$ cat config.mk
export PLATFORM = sky130hd
export DESIGN_NAME = neuron_op_sequencer
export DESIGN_NICKNAME = d
export VERILOG_FILES = /design/src/rtl/nn_pkg.sv /design/src/rtl/neuron_op_sequencer.sv
export SDC_FILE = /design/constraint.sdc
export NUM_CORES = 1
export LEC_CHECK = 0
export ABC_AREA = 1
export CAP_MARGIN = 30
export CORE_UTILIZATION = 41
export DETAILED_ROUTE_END_ITERATION = 16
export PLACE_DENSITY = 0.79
export SKIP_CTS_REPAIR_TIMING = 1
export SYNTH_ARGS = -nofsm -noshare
export SYNTH_HDL_FRONTEND = slang
export SYNTH_SLANG_ARGS = --single-unit
$ cat constraint.sdc
create_clock -name clk -period 2.4 [get_ports clk]
set_clock_uncertainty 0.2 [all_clocks]
set_input_delay 0.36 -clock clk [delete_from_list [all_inputs] [get_ports clk]]
set_output_delay 0.36 -clock clk [all_outputs]
set_load 0.02 [all_outputs]
$ cat src/rtl/nn_pkg.sv
// Shared definitions for the CPU_NN datapath: ALU opcodes, the neuron
// sequencer state encoding and the maximum fan-in per neuron.
package nn_pkg;

    localparam logic [2:0] ALU_ADD  = 3'b000;
    localparam logic [2:0] ALU_MUL  = 3'b001;
    localparam logic [2:0] ALU_SNN  = 3'b010;
    localparam logic [2:0] ALU_PASS = 3'b111;

    localparam int MAX_N = 16;

    typedef enum logic [2:0] {
        SEQ_IDLE = 3'd0,
        SEQ_MUL  = 3'd1,
        SEQ_ADD  = 3'd2,
        SEQ_ACT  = 3'd3,
        SEQ_DONE = 3'd4
    } seq_state_e;

endpackage

$ cat src/rtl/neuron_op_sequencer.sv
// Drives the execution-unit ALU through MUL/ADD pairs and one activation op to
// evaluate y = act(bias + sum x[i]*w[i]). Define NEURON_SEQ_RELU_EN for ReLU, else 0/1 step.
module neuron_op_sequencer
    import nn_pkg::*;
#(
    parameter int nBits = 32,
    parameter int MAX_N = nn_pkg::MAX_N,
    parameter int IDX_W = 4
) (
    input  logic              clk,
    input  logic              reset_n,
    input  logic              start,
    input  logic [IDX_W:0]    num_inputs,
    input  logic [nBits-1:0]  bias,
    output logic [IDX_W-1:0]  rd_addr,
    input  logic [nBits-1:0]  rd_x,
    input  logic [nBits-1:0]  rd_w,
    output logic [2:0]        ALU1Control,
    output logic [nBits-1:0]  SrcA,
    output logic [nBits-1:0]  SrcB,
    input  logic [nBits-1:0]  ALUResult,
    output logic              busy,
    output logic              done,
    output logic [nBits-1:0]  acc,
    output logic [nBits-1:0]  y,
    output seq_state_e        state_dbg
);

    // Handshake: start is sampled only while busy is low; a start seen while
    // busy is dropped, never queued. done pulses for exactly one cycle once acc
    // and y are final, and busy falls on the following edge.

    localparam logic [IDX_W:0] MAX_N_W = (IDX_W+1)'(MAX_N);

    seq_state_e        state;
    logic [IDX_W-1:0]  idx;
    logic [IDX_W:0]    n_reg;
    logic [nBits-1:0]  prod;
    logic [IDX_W:0]    n_clamped;
    logic              last_pair;

    assign n_clamped = (num_inputs > MAX_N_W) ? MAX_N_W : num_inputs;
    assign last_pair = ({1'b0, idx} == (n_reg - (IDX_W+1)'(1)));
    assign state_dbg = state;

    always_ff @(posedge clk or negedge reset_n) begin
        if (!reset_n) begin
            state       <= SEQ_IDLE;
            idx         <= '0;
            n_reg       <= '0;
            prod        <= '0;
            acc         <= '0;
            y           <= '0;
            busy        <= 1'b0;
            done        <= 1'b0;
            rd_addr     <= '0;
            ALU1Control <= ALU_PASS;
        end else begin
            done <= 1'b0;
            case (state)
                SEQ_IDLE: begin
                    if (start) begin
                        acc   <= bias;
                        n_reg <= n_clamped;
                        idx   <= '0;
                        busy  <= 1'b1;
                        if (n_clamped != '0) begin
                            state       <= SEQ_MUL;
                            ALU1Control <= ALU_MUL;
                            rd_addr     <= '0;
                        end else begin
                            state       <= SEQ_ACT;
                            ALU1Control <= ALU_SNN;
                        end
                    end
                end
                SEQ_MUL: begin
                    prod        <= ALUResult;
                    state       <= SEQ_ADD;
                    ALU1Control <= ALU_ADD;
                    rd_addr     <= '0;
                end
                SEQ_ADD: begin
                    acc <= ALUResult;
                    if (last_pair) begin
                        state       <= SEQ_ACT;
                        ALU1Control <= ALU_SNN;
                    end else begin
                        // rd_addr is loaded with the next index so it is valid
                        // on the first cycle of the following MUL.
                        idx         <= idx + 1'b1;
                        rd_addr     <= idx + 1'b1;
                        state       <= SEQ_MUL;
                        ALU1Control <= ALU_MUL;
                    end
                end
                SEQ_ACT: begin
`ifdef NEURON_SEQ_RELU_EN
                    y <= ALUResult[0] ? acc : '0;
`else
                    y <= ALUResult;
`endif
                    state       <= SEQ_DONE;
                    ALU1Control <= ALU_PASS;
                    done        <= 1'b1;
                end
                SEQ_DONE: begin
                    state <= SEQ_IDLE;
                    busy  <= 1'b0;
                end
                default: begin
                    state       <= SEQ_IDLE;
                    busy        <= 1'b0;
                    ALU1Control <= ALU_PASS;
                    rd_addr     <= '0;
                end
            endcase
        end
    end

    // Operands follow the registered state; MUL operands come straight from the
    // register files, which answer combinationally to rd_addr.
    always_comb begin
        SrcA = acc;
        SrcB = '0;
        case (state)
            SEQ_MUL: begin
                SrcA = rd_x;
                SrcB = rd_w;
            end
            SEQ_ADD: SrcB = prod;
            default: ;
        endcase
    end

endmodule

Word level (Yosys, flattened, before mapping)

Cells that the tools add are included.

Add/subtract/negate cells: 2
Multipliers: 0
Divide/modulo/power cells: 0
Magnitude comparators: 1
Equal/unequal tests: 8
Shift operators: 0
Mux-type cells: 22
Bitwise gates (word level): 3
Reductions and logical operators: 11

Operators by type and width:

| kind                                                 | number |
|---|---|
| one-hot mux 32 bit (2 select lines)                  | 2 |
| 2-to-1 mux 32 bit                                    | 2 |
| one-hot mux 3 bit (4 select lines)                   | 2 |
| 2-to-1 mux 4 bit                                     | 4 |
| one-hot mux 4 bit (3 select lines)                   | 1 |
| 2-to-1 mux 2 bit                                     | 4 |
| one-hot mux 4 bit (2 select lines)                   | 1 |
| AND reduction 2 bit                                  | 4 |
| == test 3 x 2 -> 1 bit, second input constant        | 2 |
| 2-to-1 mux 3 bit                                     | 2 |
| != test 2 bit, second input constant                 | 3 |
| == test 4 x 5 -> 1 bit                               | 1 |
| greater-than comparator 5 bit, second input constant | 1 |
| 2-to-1 mux 5 bit                                     | 1 |
| nonzero test 5 bit                                   | 1 |
| subtractor 5 x 1 -> 5 bit, second input constant     | 1 |
| adder 4 x 1 -> 4 bit, second input constant          | 1 |
| AND reduction 4 bit                                  | 1 |
| == test 3 x 1 -> 1 bit, second input constant        | 1 |
| == test 3 bit, second input constant                 | 1 |
| logical NOT 3 bit                                    | 1 |
| NOT 1 bit                                            | 3 |
| AND reduction 3 bit                                  | 1 |
| OR reduction 3 bit                                   | 1 |
| other kinds (4)                                      | 5 |

Bits in registers: 117
Latch bits: 0
Memory bits (writable): 0
ROM bits: 0
Bits of input ports: 136
Logic and storage cells: 57
Memories kept: 0

Logic depth before layout (Yosys ltp)

Gate-level depths: netlist of run 1.

Depth after elaboration: 6
Depth in mapped cells: 12
Mapped depth without buffers: 12

Least setup slack after synthesis of run 1

OpenSTA, ideal clock, no wires.

Kind: register to output
Start: register state[2], in the netlist state_dbg[2]
End: output SrcB[0]
Arrival time: 1.592 ns
Required time: 1.840 ns
Slack: 0.248 ns
Stages on the path, launching flop included: 6
Buffers on the path: 2
Path through: dfrtp_1 inv_2 nand3_2 buf_6 clkbuf_1 o21ai_0

Word-level cells in the longest chain between the ends: 2

Ends and longest elaborated chain:

| element                                                          | RTL line                   | RTL |
|---|---|---|
| from (decl)                                                      | neuron_op_sequencer.sv:35  | `seq_state_e state;` |
| from (signal assigned)                                           | neuron_op_sequencer.sv:48  | `state <= SEQ_IDLE;` |
| from (signal assigned)                                           | neuron_op_sequencer.sv:68  | `state <= SEQ_MUL;` |
| from (signal assigned)                                           | neuron_op_sequencer.sv:72  | `state <= SEQ_ACT;` |
| == test 3 x 2 -> 1 bit or == test 3 x 1 -> 1 bit (tied branches) | neuron_op_sequencer.sv:126 | `case (state)` |
| one-hot mux 32 bit (2 select lines) *                            | neuron_op_sequencer.sv:126 |  |
| to (decl)                                                        | neuron_op_sequencer.sv:20  | `output logic [nBits-1:0] SrcB,` |

Every way passes the cells marked *; elsewhere a longest branch is shown, timed or not.

Worst setup path in the final report of run 1

Start: register state[2], in the netlist state_dbg[2]
End: output SrcA[7]

Word-level cells in the longest chain between the ends: 2

Ends and longest elaborated chain:

| element                | RTL line                   | RTL |
|---|---|---|
| == test 3 x 1 -> 1 bit | neuron_op_sequencer.sv:126 |  |
| 2-to-1 mux 32 bit      | neuron_op_sequencer.sv:126 |  |
| to (decl)              | neuron_op_sequencer.sv:19  | `output logic [nBits-1:0] SrcA,` |

No other way between the ends.

==> results_dict.tcl, run 1 <==
set metrics [dict create \
    final_common_cell "clkdlybuf4s50_1" \
    cts-htree-levels 4 \
    syn_to_final_growth_pct 68.2 \
    drcViolationCount 0 \
    wl_mm 18.9 \
    fmax_ghz 0.392 \
    startpoint_type "register" \
    overflow 0 \
    synth_flop_cell "dfrtp_1" \
    place_area_um2 8670 \
    pwr-share-clk_pct 19.4 \
    largestRegisters "acc x32, prod x32, y x32" \
    fp.dieH_um 120 \
    critPathMaxFanout 6 \
    clkSinkCount 117 \
    drt_pass1_iterations 8 \
    ys_async_sr_fraction_pct 100 \
    p_leak_nw 4.71 \
    synth_seq_cells 117 \
    clk_path_buf_depth 2 \
    drt-vias-per-instance 5.04 \
    dp_hpwl_mm 12.6 \
    violations "negative setup slack" \
    syn_inst 656 \
    rows 42 \
    ir_drop_mv 0.791 \
    syn_area_um2 5710 \
    drv_slew 0 \
    critPathTopFamily "buffers and inverters" \
    rsz0062_at_grt "true" \
    num_vias 5725 \
    cp_num_buf_inv 5 \
    startpoint "state_dbg[2]$_DFFE_PN0P_" \
    crit_type "reg -> out" \
    power.internal_mw 8.29 \
    setup_slack_ns -0.150 \
    stdcell_count 1137 \
    finalCritPeriodShare_pct 106 \
    p_sw_share_pct 40.6 \
    maxCapViolCount 0 \
    grt_pass1_wl_mm 28.6 \
    final_cell_area_um2 9600 \
    holdCritPathClass "in -> async" \
    seqPwrFrac_pct 25.2 \
    nNetsFinal 1086 \
    dieWidth_um 120 \
    combPwrFrac_pct 55.4 \
    arrival_ns 1.99 \
    ioPinCount 276 \
    ff2ff_setup_slack_ns 0.33 \
    grt_util_all_layers_pct 25.6 \
    avgRoutedWirePerCell_um 16.6 \
    hold_slack_ns 0.111 \
    synth_seq_area_share_pct 51.3 \
    setup_tns_ns -0.533 \
    postSynthAreaPerCell_um2 8.70 \
    reg2reg_from "state_dbg[1]$_DFFE_PN0P_" \
    reg2reg_to "acc[27]$_DFFE_PN0P_" \
    crit_required_ns 1.84 \
    finalCriticalPeriod_ns 2.55 \
    worst_pin_slew_ns 0.618 \
    clk_latency_ns 0.41 \
    slowest_stage "dfrtp_1" \
    yosys_warnings 0 \
    drive_gt1_share_pct 18.1 \
    maxSlewHeadroom_pct 58.8 \
    initial_core_util_pct 42.6 \
    synthesis.nets 794 \
    status "finished, violations left" \
    place_inst 1090 \
    timing.final.hold_violations 0 \
    yosysUniqueCellTypes 34 \
    dieArea_um2 14400 \
    power.net_switching_mw 5.67 \
    postRouteAntennaNets 0 \
    grt_start_max_net_pins 108 \
    drtIter0Drc 330 \
    synth_edf_count 0 \
    r2r_cells 7 \
    power_density_nw_per_um2 1450 \
    place.gp.congestion 0.811 \
    cts_buffers 17 \
    clockRootBuffer "clkbuf_16" \
    layout_common_cells "clkdlybuf4s50_1 (210), nand2_1 (148), dfrtp_1 (114), inv_1 (81), o21ai_0 (57)" \
    setup_violations 12 \
    insertedDiodeCount 0 \
    first_global_vias 5533 \
    crit_path_end_kind "output pin" \
    crit_path_cell_trace "inv_2 > nand3_4 > buf_6 > buf_8 > clkbuf_16 > mux2_2 > buf_2" \
    cts_tree "done" \
    critical_path.max_stage_delay_ns 0.38 \
    preCtsSetupSlack_ns 0.0691 \
    io_buffers 275 \
    clk_pin_slew_ns 0.05 \
    antenna_found_initial 0 \
    core-area_um2 13400 \
]
## synthesized netlist by cell type, types with 3 or more instances
cell type,instances,area share (%)
nand2_1,148,9.7
dfrtp_1,114,50
inv_1,81,5.3
o21ai_0,71,6.2
nor2_1,41,2.7
o22ai_1,34,3.7
mux2_2,30,5.9
o21ai_1,28,2.5
nor3_1,26,2.3
buf_2,12,1.1
buf_4,8,1.1
buf_6,7,1.4
nor3_2,7,1.2
clkbuf_1,6,0.39
nand3_1,6,0.53
inv_2,5,0.33
a21oi_1,4,0.35
dfstp_2,3,1.4
nand3_2,3,0.53
nand4_1,3,0.33
## kinds of logic (layout without fill, tap and decap cells)
logic type               count (synthesis)  count (layout)  share of synthesized area, %
AND/OR/NAND/NOR                        243             243                          18.9
AO/OA/AOI/OAI                          139             139                          13.0
buffers and inverters                  122             427                          9.75
flip-flops                             117             117                          51.3
multiplexers                            32              32                          6.44
adder cells (fa/ha/maj)                  2               2                         0.438
XOR/XNOR                                 1               1                         0.153
## layer usage
layer	wire [µm]	global-route usage, %	vias to the layer above
met5	0	0	-
met4	380	9.92	0
met3	1320	5.66	31
met2	9480	43.6	240
met1	7730	31.6	2717
li1	-	-	2737
## cell type report
cell class | count | area (µm²)
fillers | 1034 | 3800
repair buffers | 309 | 3150
flip-flops and latches | 117 | 2930
multi-input cells | 417 | 2340
clock buffers | 23 | 488
inverters | 86 | 323
well taps | 176 | 220
clock inverters | 9 | 148
## power by group through the flow
stage          Clock, mW  Combinational [mW]  Sequential, mW
5_1_grt             2.83                8.26            3.63
3_3_place_gp           0                7.29            3.50
6_report            2.70                7.73            3.52
3_5_place_dp           0                7.39            3.52
2_1_floorplan          0                3.40            4.13
4_1_cts             2.73                7.45            3.51
## through the flow
stage	power, mW	util [%]
3_3_place_gp	10.8	64.7
4_1_cts	13.7	69.4
5_1_grt	14.7	71.6
3_5_place_dp	10.9	64.7
6_report	14.0	71.6
2_1_floorplan	7.53	-
## worst max path at each step
stage / end / slack, ns / cells past startpoint
3_5_place_dp: SrcA[6] / 0.07 / 5
6_report: SrcA[7] / -0.15 / 7
4_1_cts: SrcA[6] / -0.39 / 5
5_1_grt: SrcA[7] / -0.22 / 7
2_1_floorplan: SrcB[0] / 0.25 / 5
3_3_place_gp: SrcA[8] / 0.13 / 5
No activity file was read; power rests on OpenSTA's default activity.
==> run 2, diff against run 1 <==
- GPL_TIMING_DRIVEN: unset -> 1
==> results of run 2 <==
Final layout, timing and power as in run 1 (identical DEF).
